### src/rtl/rom_bank_burst_reader_if.sv
// Bus bundle for rom_bank_burst_reader: start command, consumer handshake and read-data return.
// The parity signal exists only when ROM_PARITY_EN is defined.
interface rom_bank_burst_reader_if #(
   parameter int WIDTH = 8,
   parameter int AW    = 5,
   parameter int LW    = 4
);
   logic             cs;
   logic             start;
   logic [AW-1:0]    start_addr;
   logic [LW-1:0]    burst_len;
   logic             ready;
   logic [WIDTH-1:0] datab;
   logic [AW-1:0]    addrb_out;
   logic             valid;
   logic             busy;
   logic             done;
   logic             err;
`ifdef ROM_PARITY_EN
   logic             parity;
`endif

   modport master (
      output cs, start, start_addr, burst_len, ready,
      input  datab, addrb_out, valid, busy, done, err
`ifdef ROM_PARITY_EN
      , input parity
`endif
   );

   modport slave (
      input  cs, start, start_addr, burst_len, ready,
      output datab, addrb_out, valid, busy, done, err
`ifdef ROM_PARITY_EN
      , output parity
`endif
   );
endinterface

### src/rtl/rom_bank_burst_reader.sv
// Multi-bank constant ROM with a registered burst-read sequencer on a valid/ready stream.
// Define ROM_PARITY_EN to add an even-parity bit registered alongside datab.
module rom_bank_burst_reader #(
   parameter int WIDTH     = 8,
   parameter int DEPTH     = 8,
   parameter int NUM_BANKS = 3,
   parameter int LW        = 4,
   parameter int BASE      = 128,
   parameter int STEP      = 10
) (
   input  logic                    clk,
   input  logic                    rst_n,
   rom_bank_burst_reader_if.slave  bus
);
   localparam int TOTAL = NUM_BANKS * DEPTH;
   localparam int AW    = $clog2(TOTAL);
   localparam int BW    = (NUM_BANKS > 1) ? $clog2(NUM_BANKS) : 1;
   localparam int IW    = $clog2(DEPTH);
   localparam int RW    = LW + 1;

   typedef enum logic {IDLE, READ} state_e;

   state_e           state_q, state_d;
   logic [AW-1:0]    addr_q, addr_d;
   logic [WIDTH-1:0] data_q, data_d;
   logic             valid_q, valid_d;
   logic [RW-1:0]    rem_q, rem_d;
   logic             done_q, done_d;
   logic             err_q, err_d;
`ifdef ROM_PARITY_EN
   logic             parity_q;
`endif

   logic [AW-1:0]    addr_nxt;
   logic [AW-1:0]    rd_addr;
   logic [BW-1:0]    rd_bank;
   logic [IW-1:0]    rd_idx;
   logic [WIDTH-1:0] rom_rd;
   logic [WIDTH-1:0] bank_rd [NUM_BANKS];
   logic             start_ok;
   logic [RW-1:0]    len_load;

   function automatic logic [WIDTH-1:0] word_at(input int unsigned a);
      logic [31:0] w;
      w = 32'(BASE) + 32'(a) * 32'(STEP);
      return w[WIDTH-1:0];
   endfunction

   // Linear address space wraps at TOTAL, which need not be a power of two.
   assign addr_nxt = (addr_q == AW'(TOTAL - 1)) ? '0 : addr_q + AW'(1);
   assign rd_addr  = (state_q == IDLE) ? bus.start_addr : addr_nxt;
   assign rd_bank  = BW'(32'(rd_addr) / 32'(DEPTH));
   assign rd_idx   = IW'(32'(rd_addr) % 32'(DEPTH));
   assign start_ok = ({1'b0, bus.start_addr} < (AW + 1)'(TOTAL));
   assign len_load = (bus.burst_len == '0) ? {1'b1, {LW{1'b0}}} : {1'b0, bus.burst_len};

   for (genvar b = 0; b < NUM_BANKS; b++) begin : g_bank
      logic [WIDTH-1:0] table_rd;
      always_comb begin
         table_rd = '0;
         for (int i = 0; i < DEPTH; i++) begin
            if (rd_idx == IW'(i)) table_rd = word_at(b * DEPTH + i);
         end
      end
      assign bank_rd[b] = table_rd;
   end

   always_comb begin
      rom_rd = '0;
      for (int b = 0; b < NUM_BANKS; b++) begin
         if (rd_bank == BW'(b)) rom_rd = bank_rd[b];
      end
   end

   always_comb begin
      // NOTE: every output of this block is defaulted first, so no branch can leave one unassigned and infer a latch.
      state_d = state_q;
      addr_d  = addr_q;
      data_d  = data_q;
      valid_d = valid_q;
      rem_d   = rem_q;
      done_d  = 1'b0;
      err_d   = 1'b0;
      case (state_q)
         IDLE: begin
            if (bus.cs && bus.start) begin
               if (start_ok) begin
                  state_d = READ;
                  addr_d  = rd_addr;
                  data_d  = rom_rd;
                  valid_d = 1'b1;
                  rem_d   = len_load;
               end else begin
                  err_d = 1'b1;
               end
            end
         end
         READ: begin
            if (!bus.cs) begin
               state_d = IDLE;
               data_d  = '0;
               valid_d = 1'b0;
            end else if (bus.ready) begin
               if (rem_q == RW'(1)) begin
                  state_d = IDLE;
                  data_d  = '0;
                  valid_d = 1'b0;
                  done_d  = 1'b1;
               end else begin
                  rem_d  = rem_q - RW'(1);
                  addr_d = rd_addr;
                  data_d = rom_rd;
               end
            end
         end
         default: state_d = IDLE;
      endcase
   end

   always_ff @(posedge clk) begin
      // NOTE: registers use non-blocking assignments so every flop samples pre-edge values.
      if (!rst_n) begin
         state_q  <= IDLE;
         addr_q   <= '0;
         data_q   <= '0;
         valid_q  <= 1'b0;
         rem_q    <= '0;
         done_q   <= 1'b0;
         err_q    <= 1'b0;
`ifdef ROM_PARITY_EN
         parity_q <= 1'b0;
`endif
      end else begin
         state_q  <= state_d;
         addr_q   <= addr_d;
         data_q   <= data_d;
         valid_q  <= valid_d;
         rem_q    <= rem_d;
         done_q   <= done_d;
         err_q    <= err_d;
`ifdef ROM_PARITY_EN
         parity_q <= ^data_d;
`endif
      end
   end

   assign bus.datab     = data_q;
   assign bus.addrb_out = addr_q;
   assign bus.valid     = valid_q;
   assign bus.busy      = (state_q != IDLE);
   assign bus.done      = done_q;
   assign bus.err       = err_q;
`ifdef ROM_PARITY_EN
   assign bus.parity    = parity_q;
`endif
endmodule

### src/flat_wrapper.sv
// flat-port wrapper written by rule: the top's interface ports become plain ports
module rom_bank_burst_reader_flat 
#(
   parameter int WIDTH     = 8,
   parameter int DEPTH     = 8,
   parameter int NUM_BANKS = 3,
   parameter int LW        = 4,
   parameter int BASE      = 128,
   parameter int STEP      = 10
)
  (clk, rst_n, bus_cs, bus_start, bus_start_addr, bus_burst_len, bus_ready, bus_datab, bus_addrb_out, bus_valid, bus_busy, bus_done, bus_err);
  rom_bank_burst_reader_if #(.WIDTH(WIDTH), .AW(5), .LW(LW)) bus_i ();
  input  logic clk;
  input  logic rst_n;
  input wire logic [$bits(bus_i.cs)-1:0] bus_cs;
  input wire logic [$bits(bus_i.start)-1:0] bus_start;
  input wire logic [$bits(bus_i.start_addr)-1:0] bus_start_addr;
  input wire logic [$bits(bus_i.burst_len)-1:0] bus_burst_len;
  input wire logic [$bits(bus_i.ready)-1:0] bus_ready;
  output wire logic [$bits(bus_i.datab)-1:0] bus_datab;
  output wire logic [$bits(bus_i.addrb_out)-1:0] bus_addrb_out;
  output wire logic [$bits(bus_i.valid)-1:0] bus_valid;
  output wire logic [$bits(bus_i.busy)-1:0] bus_busy;
  output wire logic [$bits(bus_i.done)-1:0] bus_done;
  output wire logic [$bits(bus_i.err)-1:0] bus_err;
  assign bus_i.cs = bus_cs;
  assign bus_i.start = bus_start;
  assign bus_i.start_addr = bus_start_addr;
  assign bus_i.burst_len = bus_burst_len;
  assign bus_i.ready = bus_ready;
  assign bus_datab = bus_i.datab;
  assign bus_addrb_out = bus_i.addrb_out;
  assign bus_valid = bus_i.valid;
  assign bus_busy = bus_i.busy;
  assign bus_done = bus_i.done;
  assign bus_err = bus_i.err;
  rom_bank_burst_reader #(.WIDTH(WIDTH), .DEPTH(DEPTH), .NUM_BANKS(NUM_BANKS), .LW(LW), .BASE(BASE), .STEP(STEP)) u_core (.clk(clk), .rst_n(rst_n), .bus(bus_i));
endmodule
### config.mk
export PLATFORM = sky130hd
export DESIGN_NAME = rom_bank_burst_reader_flat
export DESIGN_NICKNAME = d
export VERILOG_FILES = /design/src/rtl/rom_bank_burst_reader_if.sv /design/src/rtl/rom_bank_burst_reader.sv /design/src/flat_wrapper.sv
export SDC_FILE = /design/constraint.sdc
export NUM_CORES = 1
export LEC_CHECK = 0
export CAP_MARGIN = 20
export CORE_MARGIN = 2
export CORE_UTILIZATION = 42
export CTS_CLUSTER_SIZE = 12
export DETAILED_ROUTE_END_ITERATION = 7
export GPL_TIMING_DRIVEN = 0
export PLACE_DENSITY = 0.7
export SLEW_MARGIN = 20
export SYNTH_ARGS = -nofsm -noshare
export SYNTH_HDL_FRONTEND = slang
export SYNTH_SLANG_ARGS = --single-unit
### constraint.sdc
create_clock -name clk -period 5.34 [get_ports clk]
set_clock_uncertainty 0.1 [all_clocks]
set_input_delay 0.801 -clock clk [delete_from_list [all_inputs] [get_ports clk]]
set_output_delay 0.801 -clock clk [all_outputs]
set_load 0.02 [all_outputs]
==> flow_summary.json <==
{
  "cts_buffer_depth": 2,
  "cts_tree": "yes",
  "timing.final.crit_share_pct": 45.4,
  "synthesis.instances": 160,
  "numCtsBuffers": 3,
  "ys_warn_count": 0,
  "start_util_pct": 45.0,
  "viasPerCell": 6.11,
  "ir_drop_mv": 0.173,
  "synthToLayoutAreaGrowth_pct": 27.1,
  "yosysTopAreaCell": "dfxtp_1",
  "timing.fmax_mhz": 412,
  "setup_tns_ns": 0,
  "seq_area_frac_synth_pct": 33.0,
  "final_util_pct": 57.2,
  "synth_top_area_share_pct": 33.0,
  "top_layer_used": "met4",
  "max_slew_margin_pct": 60.7,
  "rrSetupSlack_ns": 3.05,
  "place_area_sq_um": 1590,
  "root_buffer": "clkbuf_4",
  "dp_slack_ns": 2.59,
  "overflow": 0,
  "endpoint_kind": "flip-flop",
  "final_common_cell": "clkdlybuf4s50_1",
  "outcome": "finished, final reports clean",
  "postRouteAntennaNets": 0,
  "syn_avg_cell_area_sq_um": 7.96,
  "postSynth.asyncResetShare_pct": 0,
  "clk_pin_slew_ns": 0.13,
  "required_ns": 5.51,
  "wl_met1_microns": 1410,
  "post_cts_buffers": 0,
  "maxSlewViolCount": 0,
  "drive_gt1_share_pct": 8.33,
  "grt_pass1_wl_microns": 5760,
  "crit_type": "in2reg",
  "rr_startpoint": "u_core.bus.addrb_out[0]",
  "grt_pass1_vias": 1303,
  "boundaryPins": 31,
  "p_leak_nw": 0.599,
  "htree_levels": 1,
  "final_area_sq_um": 1620,
  "core_area_sq_um": 2830,
  "setup_viol": 0,
  "antenna_found_initial": 0,
  "crit-reg2reg-capture": "u_core.bus.datab[3]",
  "yosys-top-cells-area": "dfxtp_1, a21oi_1, nor2_1",
  "synth.distinct_cells": 49,
  "diodes": 0,
  "max_cap_violations": 0,
  "hold_path.class": "reg2reg",
  "dp_hpwl_microns": 2570,
  "drc": 0,
  "rows": 19,
  "layout_common_cells": "clkdlybuf4s50_1, dfxtp_1, nor2_1",
  "avgRoutedWirePerCell_microns": 15.3,
  "worst_slack_ns": 2.91,
  "cts.sinks": 21,
  "critPathLaunchType": "input port",
  "drt-total-wl_microns": 3410,
  "die_w_microns": 59.1,
  "groute.usage.overall_pct": 21.5,
  "min_period_ns": 2.43,
  "cts_resized": 0,
  "synth_flop_cell": "dfxtp_1",
  "die-area_sq_um": 3490,
  "arrival_ns": 2.60,
  "crit_end": "u_core.bus.datab[4]",
  "rsz0062_at_grt": "no",
  "syn_area_sq_um": 1270,
  "die_h_microns": 59.1,
  "synth_edf_count": 0,
  "power_density_nw_per_um2": 223,
  "met3_length_microns": 276,
  "tightest_slew_ns": 0.587,
  "finalHoldViolCount": 0,
  "path_max_fanout": 6,
  "postCtsHoldBufs": 0,
  "synth-seq-cells": 21,
  "routed-via-count": 1362,
  "hp-start": "u_core.bus.datab[1]",
  "portBuffers": 28,
  "r2r_cells": 7,
  "grt_start_max_net_pins": 12,
  "gp_congestion": 0.909,
  "dr_wl_met2_microns": 1680,
  "worstSkewPairLatency_ns": 0.32,
  "nNetsFinal": 211,
  "drtPass1Iterations": 5,
  "drt_iter0_drc": 91,
  "synth_nets": 178,
  "crit_start": "bus_cs"
}
==> routing by layer <==
layer	track usage, %	vias to the layer above
li1	-	655
met2	36.2	77
met3	6.11	10
met4	7.47	0
met1	26.2	620
met5	0	-
==> cell type report <==
type | instances | area [sq um]
fill | 267 | 1210
multi-input combinational | 123 | 785
sequential | 21 | 420
timing repair buffer | 28 | 280
buffer | 8 | 38.8
tap | 31 | 38.8
inverter | 8 | 30.0
clock buffer | 4 | 26.3
==> logic make-up (layout without fill, tap and decap cells) <==
| family | after synthesis | in the layout | share of synthesized area, % |
|---|---|---|---|
| compound gates | 57 | 57 | 30.7 |
| simple gates | 57 | 57 | 23.5 |
| flops | 21 | 21 | 33.0 |
| buf+inv | 16 | 48 | 5.40 |
| fa+ha+maj | 4 | 4 | 3.93 |
| xor+xnor | 3 | 3 | 2.06 |
| other cells | 1 | 1 | 0.294 |
| mux | 1 | 1 | 1.18 |
==> power breakdown <==
part / total (W) / internal, W / switching, W
Clock: 0.0000819 / 0.0000292 / 0.0000527
Combinational: 0.000105 / 0.0000462 / 0.0000585
Sequential: 0.000174 / 0.000166 / 0.00000833
Total: 0.000360 / 0.000241 / 0.000120
==> stage by stage <==
step | total power, W | hold WS [ns] | std cells
after floorplan | 0.000242 | 0.382 | 160
after global placement | 0.000278 | 0.343 | 219
after detailed placement | 0.000280 | 0.347 | 219
after CTS | 0.000361 | 0.366 | 223
after global routing | 0.000381 | 0.397 | 223
final | 0.000360 | 0.364 | 223
==> worst min-delay path by stage <==
stage	to	cells after the start
final	u_core.bus.datab[1]	2
after global routing	u_core.bus.datab[2]	2
after detailed placement	u_core.bus.datab[7]	2
after CTS	u_core.bus.datab[7]	2
after global placement	u_core.bus.datab[3]	2
after floorplan	u_core.rem_q[1]	2
==> synth_stat cells (all sizes together), types with 2 or more instances <==
master  count
dfxtp      21
nor2       15
a21oi      14
nand2      14
o21ai      12
inv         8
a211oi      7
buf         6
nand3       6
and2        5
ha          4
nor3        4
a221oi      3
a31oi       3
nor2b       3
o211ai      3
a211o       2
a22oi       2
a31o        2
clkbuf      2
nand3b      2
nand4b      2
xnor2       2
==> sequential cells by signal, indices dropped and copies added (netlist names) <==
name / count
u_core.bus.datab: 7
u_core.bus.addrb_out: 5
u_core.rem_q: 5
u_core.bus.busy: 1
u_core.bus.done: 1
u_core.bus.err: 1
u_core.bus.valid: 1
==> worst max-delay path, stage by stage <==
cell and delay [ns]:
clkdlybuf4s50_1 0.58, nand3b_1 0.19, o22ai_1 0.41, nand2_1 0.17, and4b_1 0.32, a311o_1 0.12
(Power assumes the default switching activity.)
